**config.mk**
```make
export PLATFORM = sky130hd
export DESIGN_NAME = ren_img_loader
export DESIGN_NICKNAME = d
export VERILOG_FILES = /design/src/rtl/ren_img_loader.sv
export SDC_FILE = /design/constraint.sdc
export NUM_CORES = 1
export LEC_CHECK = 0
export ABC_CLOCK_PERIOD_IN_PS = 1800
export CORE_UTILIZATION = 32
export CTS_BUF_LIST = sky130_fd_sc_hd__clkbuf_2 sky130_fd_sc_hd__clkbuf_4 sky130_fd_sc_hd__clkbuf_8
export CTS_CLUSTER_DIAMETER = 200
export CTS_CLUSTER_SIZE = 25
export DETAILED_ROUTE_END_ITERATION = 8
export MAX_ROUTING_LAYER = met4
export SLEW_MARGIN = 10
export SYNTH_ARGS = -nofsm -noshare
export SYNTH_HDL_FRONTEND = slang
export SYNTH_SLANG_ARGS = --single-unit
export TNS_END_PERCENT = 1
```
**constraint.sdc**
```tcl
create_clock -name wb_clk_i -period 1.8 [get_ports wb_clk_i]
set_input_delay 0.54 -clock wb_clk_i [delete_from_list [all_inputs] [get_ports wb_clk_i]]
set_output_delay 0.54 -clock wb_clk_i [all_outputs]
set_load 0.03 [all_outputs]
```
**src/rtl/ren_img_loader.sv**
```systemverilog
// ren_img_loader: Wishbone write master that packs an 8-bit pixel stream into 24-bit image words
// and optionally kicks the convolution accelerator with a start write afterwards.
module ren_img_loader #(
  parameter logic [7:0]  SLV_ADDR    = 8'h30,
  parameter logic [1:0]  START_OFS   = 2'd0,
  parameter logic [31:0] START_VAL   = 32'h1,
  parameter int          ACK_TIMEOUT = 16
) (
  input  logic        wb_clk_i,
  input  logic        wb_rst_i,
  input  logic        cfg_start,
  input  logic [6:0]  cfg_words,
  input  logic        cfg_kick,
  input  logic        pix_valid,
  input  logic [7:0]  pix_data,
  output logic        pix_ready,
  output logic        wbm_cyc_o,
  output logic        wbm_stb_o,
  output logic        wbm_we_o,
  output logic [3:0]  wbm_sel_o,
  output logic [31:0] wbm_adr_o,
  output logic [31:0] wbm_dat_o,
  input  logic        wbm_ack_i,
  output logic        busy,
  output logic        done,
  output logic        err
);
  localparam int TW = $clog2(ACK_TIMEOUT + 1);
  typedef enum logic [2:0] {IDLE, FILL, WRITE, KICK, FIN} state_t;
  state_t state, nxt;
  logic [6:0] words;
  logic kick;
  logic [5:0] idx;
  logic [1:0] cnt;
  logic [23:0] pix;
  logic [TW-1:0] tcnt;
  logic err_q;
  logic tout;
  logic last;
  assign tout = tcnt == TW'(ACK_TIMEOUT - 1);
  assign last = ({1'b0, idx} + 7'd1) == words;
  assign wbm_stb_o = wbm_cyc_o;
  assign wbm_we_o = wbm_cyc_o;
  assign err = err_q;
  always_comb begin
    nxt = state;
    pix_ready = 1'b0;
    wbm_cyc_o = 1'b0;
    wbm_sel_o = '0;
    wbm_adr_o = '0;
    wbm_dat_o = '0;
    done = 1'b0;
    busy = state inside {FILL, WRITE, KICK};
    case (state)
      IDLE: if (cfg_start) nxt = (cfg_words == 7'd0) ? (cfg_kick ? KICK : FIN) : FILL;
      FILL: begin
        pix_ready = 1'b1;
        if (pix_valid && cnt == 2'd2) nxt = WRITE;
      end
      WRITE: begin
        wbm_cyc_o = 1'b1;
        wbm_sel_o = 4'b0111;
        wbm_adr_o = {SLV_ADDR, 14'b0, 2'b01, idx, 2'b00};
        wbm_dat_o = {8'h00, pix};
        if (wbm_ack_i) nxt = last ? (kick ? KICK : FIN) : FILL;
        else if (tout) nxt = IDLE;
      end
      KICK: begin
        wbm_cyc_o = 1'b1;
        wbm_sel_o = 4'b1111;
        wbm_adr_o = {SLV_ADDR, 14'b0, 2'b00, 4'b0000, START_OFS, 2'b00};
        wbm_dat_o = START_VAL;
        if (wbm_ack_i) nxt = FIN;
        else if (tout) nxt = IDLE;
      end
      FIN: begin
        done = 1'b1;
        nxt = IDLE;
      end
      default: nxt = IDLE;
    endcase
  end
  always_ff @(posedge wb_clk_i or negedge wb_rst_i) begin
    if (!wb_rst_i) begin
      state <= IDLE;
      words <= '0;
      kick <= 1'b0;
      idx <= '0;
      cnt <= '0;
      pix <= '0;
      tcnt <= '0;
      err_q <= 1'b0;
    end else begin
      state <= nxt;
      err_q <= wbm_cyc_o && !wbm_ack_i && tout;
      // stays zero outside a bus cycle, so it is already clear whenever WRITE/KICK is entered
      tcnt <= (wbm_cyc_o && nxt == state) ? tcnt + 1'b1 : '0;
      if (state == IDLE && cfg_start) begin
        words <= (cfg_words > 7'd64) ? 7'd64 : cfg_words;
        kick <= cfg_kick;
        idx <= '0;
        cnt <= '0;
      end
      if (pix_ready && pix_valid) begin
        pix[{cnt, 3'b000} +: 8] <= pix_data;
        cnt <= (cnt == 2'd2) ? 2'd0 : cnt + 1'b1;
      end
      if (state == WRITE && wbm_ack_i) idx <= idx + 1'b1;
    end
  end
endmodule

```
==> results of run 1 <==
==> per-layer routing <==
| metal | track usage | up-vias |
|---|---|---|
| li1 | - | 1172 |
| met1 | 0.195 | 1080 |
| met2 | 0.246 | 73 |
| met3 | 0.0303 | 6 |
| met4 | 0.0459 | 0 |
| met5 | - | - |
==> sequential cells by signal, summed over array words and instances, names as in the netlist <==
signal,cells
cnt,2
err,1
idx,6
kick,1
pix,24
state,3
tcnt,5
words,7
==> placed cells by master (no fill, tap or decap), types with 4 or more instances in the layout <==
cell	n
and2_1	4
and2_2	26
buf_4	47
buf_6	33
clkbuf_8	7
clkdlybuf4s50_1	19
conb_1	31
dfrtp_1	48
ha_1	5
inv_1	4
nand2_1	67
nand2b_1	6
nand3_1	9
nor2_1	10
nor3b_1	4
o21ai_0	36
xor2_1	5
==> what timing repair did <==
| item | in CTS | in global routing |
|---|---|---|
| buffers inserted | 2 | 1 |
| endpoints found under the setup margin | 46 | 51 |
| gates resized for setup | 39 | 6 |
| hold buffers | 0 | 0 |
| pin swaps | 2 | 1 |
==> metrics by stage <==
stage               setup WS [ps]  setup TNS, ps
finish                       -244          -8960
global route                 -331         -12710
floorplan                   -18.9           -434
detailed placement           -159          -1660
CTS                          -258          -9460
global placement             -144          -1600
==> worst max-delay path by stage <==
| stage | from | to | slack, ps | cells after the start |
|---|---|---|---|---|
| finish | state[2] | wbm_dat_o[8] | -240 | 4 |
| global route | state[2] | wbm_dat_o[6] | -330 | 4 |
| CTS | state[2] | wbm_dat_o[12] | -260 | 4 |
| detailed placement | cfg_words[3] | state[2] | -160 | 6 |
| global placement | cfg_start | idx[4] | -140 | 5 |
| floorplan | idx[0] | state[0] | -20 | 6 |
==> worst register-to-register path: stages (launching register included) <==
cell and delay (ps):
dfrtp_1 390, ha_2 210, xor3_1 340, o22ai_1 150, o211ai_1 180, nor4b_2 330
o221ai_1 140
==> cells by family (layout without fill, tap and decap cells) <==
family | Yosys count | in the layout | share of synthesized area
AOI/OAI and AO/OA | 50 | 50 | 0.0969
xor gates and xnor gates | 10 | 10 | 0.0404
adders and majority gates | 7 | 7 | 0.0304
buffers and inverters | 56 | 115 | 0.132
DFF | 49 | 49 | 0.426
other | 1 | 31 | 0.00130
and+or+nand+nor | 150 | 150 | 0.273
==> area by class of cell <==
cell class | instances | area share
Sequential cell | 49 | 0.314
Multi-Input combinational cell | 248 | 0.376
Clock buffer | 7 | 0.0247
Clock inverter | 1 | 0.00128
Tap cell | 108 | 0.0346
Timing Repair Buffer | 102 | 0.243
Inverter | 5 | 0.00577
==> power breakdown <==
| part | switching (mW) | internal (mW) | total, mW |
|---|---|---|---|
| Sequential | 0.222 | 1.44 | 1.66 |
| Combinational | 1.16 | 0.848 | 2.01 |
| Clock | 0.364 | 0.348 | 0.712 |
| Total | 1.75 | 2.64 | 4.38 |
==> impl_results.md, run 1 <==
* Peak Freq at 489 MHz
* CP peak stage delay at 460 ps
* HPWL Detailed at 5.01 mm
* Clock sinks at 49
* Skew-Pair Late Insertion Delay at 300 ps
* Worst vdd ir at roughly 0.43 mV
* Req. time, crit path at 1260 ps
* Main synth FF type: dfrtp_1
* CP max FO at 17
* Max-slew violation count at 0
* HP Class: in -> async
* Standard-cell rows at 34
* P_leak at 1.88 nW
* Most common cell in the netlist: nand2_1
* Synth Register Bits at 49
* Status: finished, violations left
* Pwr/cell area at 1120 mW/mm2
* Post-Syn Area at 0.00288 mm2
* Post-Place Cells at 509
* Overflow after GRT at 0
* Chip Height at 96.9 um
* Top-area cell type share of the netlist area at 0.426
* Mapped Cells at about 320
* Final non-filler cell total at 520
* Area contributors post-synth: dfrtp_1 43%, buf_4 10%, nand2_1 8.7%, and2_1 6.7%, o21ai_0 6.3%
* CP delay by family, top: flip-flops
* Global-route wire length before repair at 11.3 mm
* Dpl cell area at ~0.0036 mm2
* Top cell type by total area after synthesis: dfrtp_1
* Vias in the first global route at 2,300
* Critical path, cell by cell: nor3b_4, buf_6, and2_2, buf_6
* DRC viols at 0
* Vias per cell at about 4.5
* R2R cell count at 6
* Wire per inst at 12.9 um
* Footprint of the multi-input gates at 0.00147 mm2
* Reg-to-Reg Start: idx[1]
* Full die area at 0.00938 mm2
* Initial core utilization at 0.330
* Setup CP Type: reg -> out
* Capture point of the worst reg-to-reg path: state[0]
* Number of synthesized flops with an enable pin at 0
* Layout Nets at 439
* Synthesis-to-layout area growth at 35.6%
* Clock slew at the register clock pins of the worst setup and hold paths at approximately 90 ps
* Port Buf Inserts at 64
* Top cells by count, synth: 67 x nand2_1, 49 x dfrtp_1, 39 x buf_4
* Io pins at 96
* Synth unique cells at 45
* Total CTS buffers at 5
* Async set-reset flop share out of synthesis at 1.00
* Register area at 0.00123 mm2
* Final setup slack of the worst path at -244 ps
* Clk_skew at 5.70 ps
* Startpoint types: register
* Fillers at 869
* Post-synthesis sequential area ratio at 0.426
* Slowest CP cell: dfrtp_2
* WHS at 145 ps
* Minimum clock period at slightly above 2000 ps
* Fraction of layout cells with a size suffix above 1 at 0.325
* Via count at 2,331
* Antenna violations before repair at 0
* R2R Setup Slk at -60 ps
* Largest net degree at the start of global routing at 37
* Pre-antenna DRT Iters at 4
* Clk buf depth at 2
* Syn Area/Cell at 8.91 um2
* Total Routing Usage GR at 0.153
* Total chip power at approximately 4.4 mW
* CTS tree: done
* Failing checks: setup timing
* Core area at 0.00872 mm2
* Final core utilization at 0.448
* CP dominant cell by count: buf_6
* Final Hold Vio Count at 0
* Antenna cells at 0
* CP bufs+invs at 2
* Post-route cell area at about 0.0039 mm2
* Max Cap Viol at 0
* Yosys warns at 0
* Worst EP arrival at ~1500 ps
* Final setup violation count at 45
* Met3 WL at 323 um
* Initial detailed-routing violation count at 43
* Top sig layer: met4
* H-tree depth at 2
* Routed Antenna Nets at 0
* RSZ-0062 raised after global routing: yes
* Metal-1 WL at 3.13 mm
* GP Congestion at 0.800
* Width of the chip at 96.9 um
* Total wire length at roughly 6.7 mm
* Period Utilization, post-route at 1.14
* Routed wl met2 at ~3.2 mm
* Crit end category: output port
* Root buf cell: clkbuf_8
No activity file was read; power rests on OpenSTA's default activity.
==> run 2, diff against run 1 <==
SLEW_MARGIN = 20   (was 10)
==> results of run 2 <==
Final layout, timing and power as in run 1 (identical DEF).
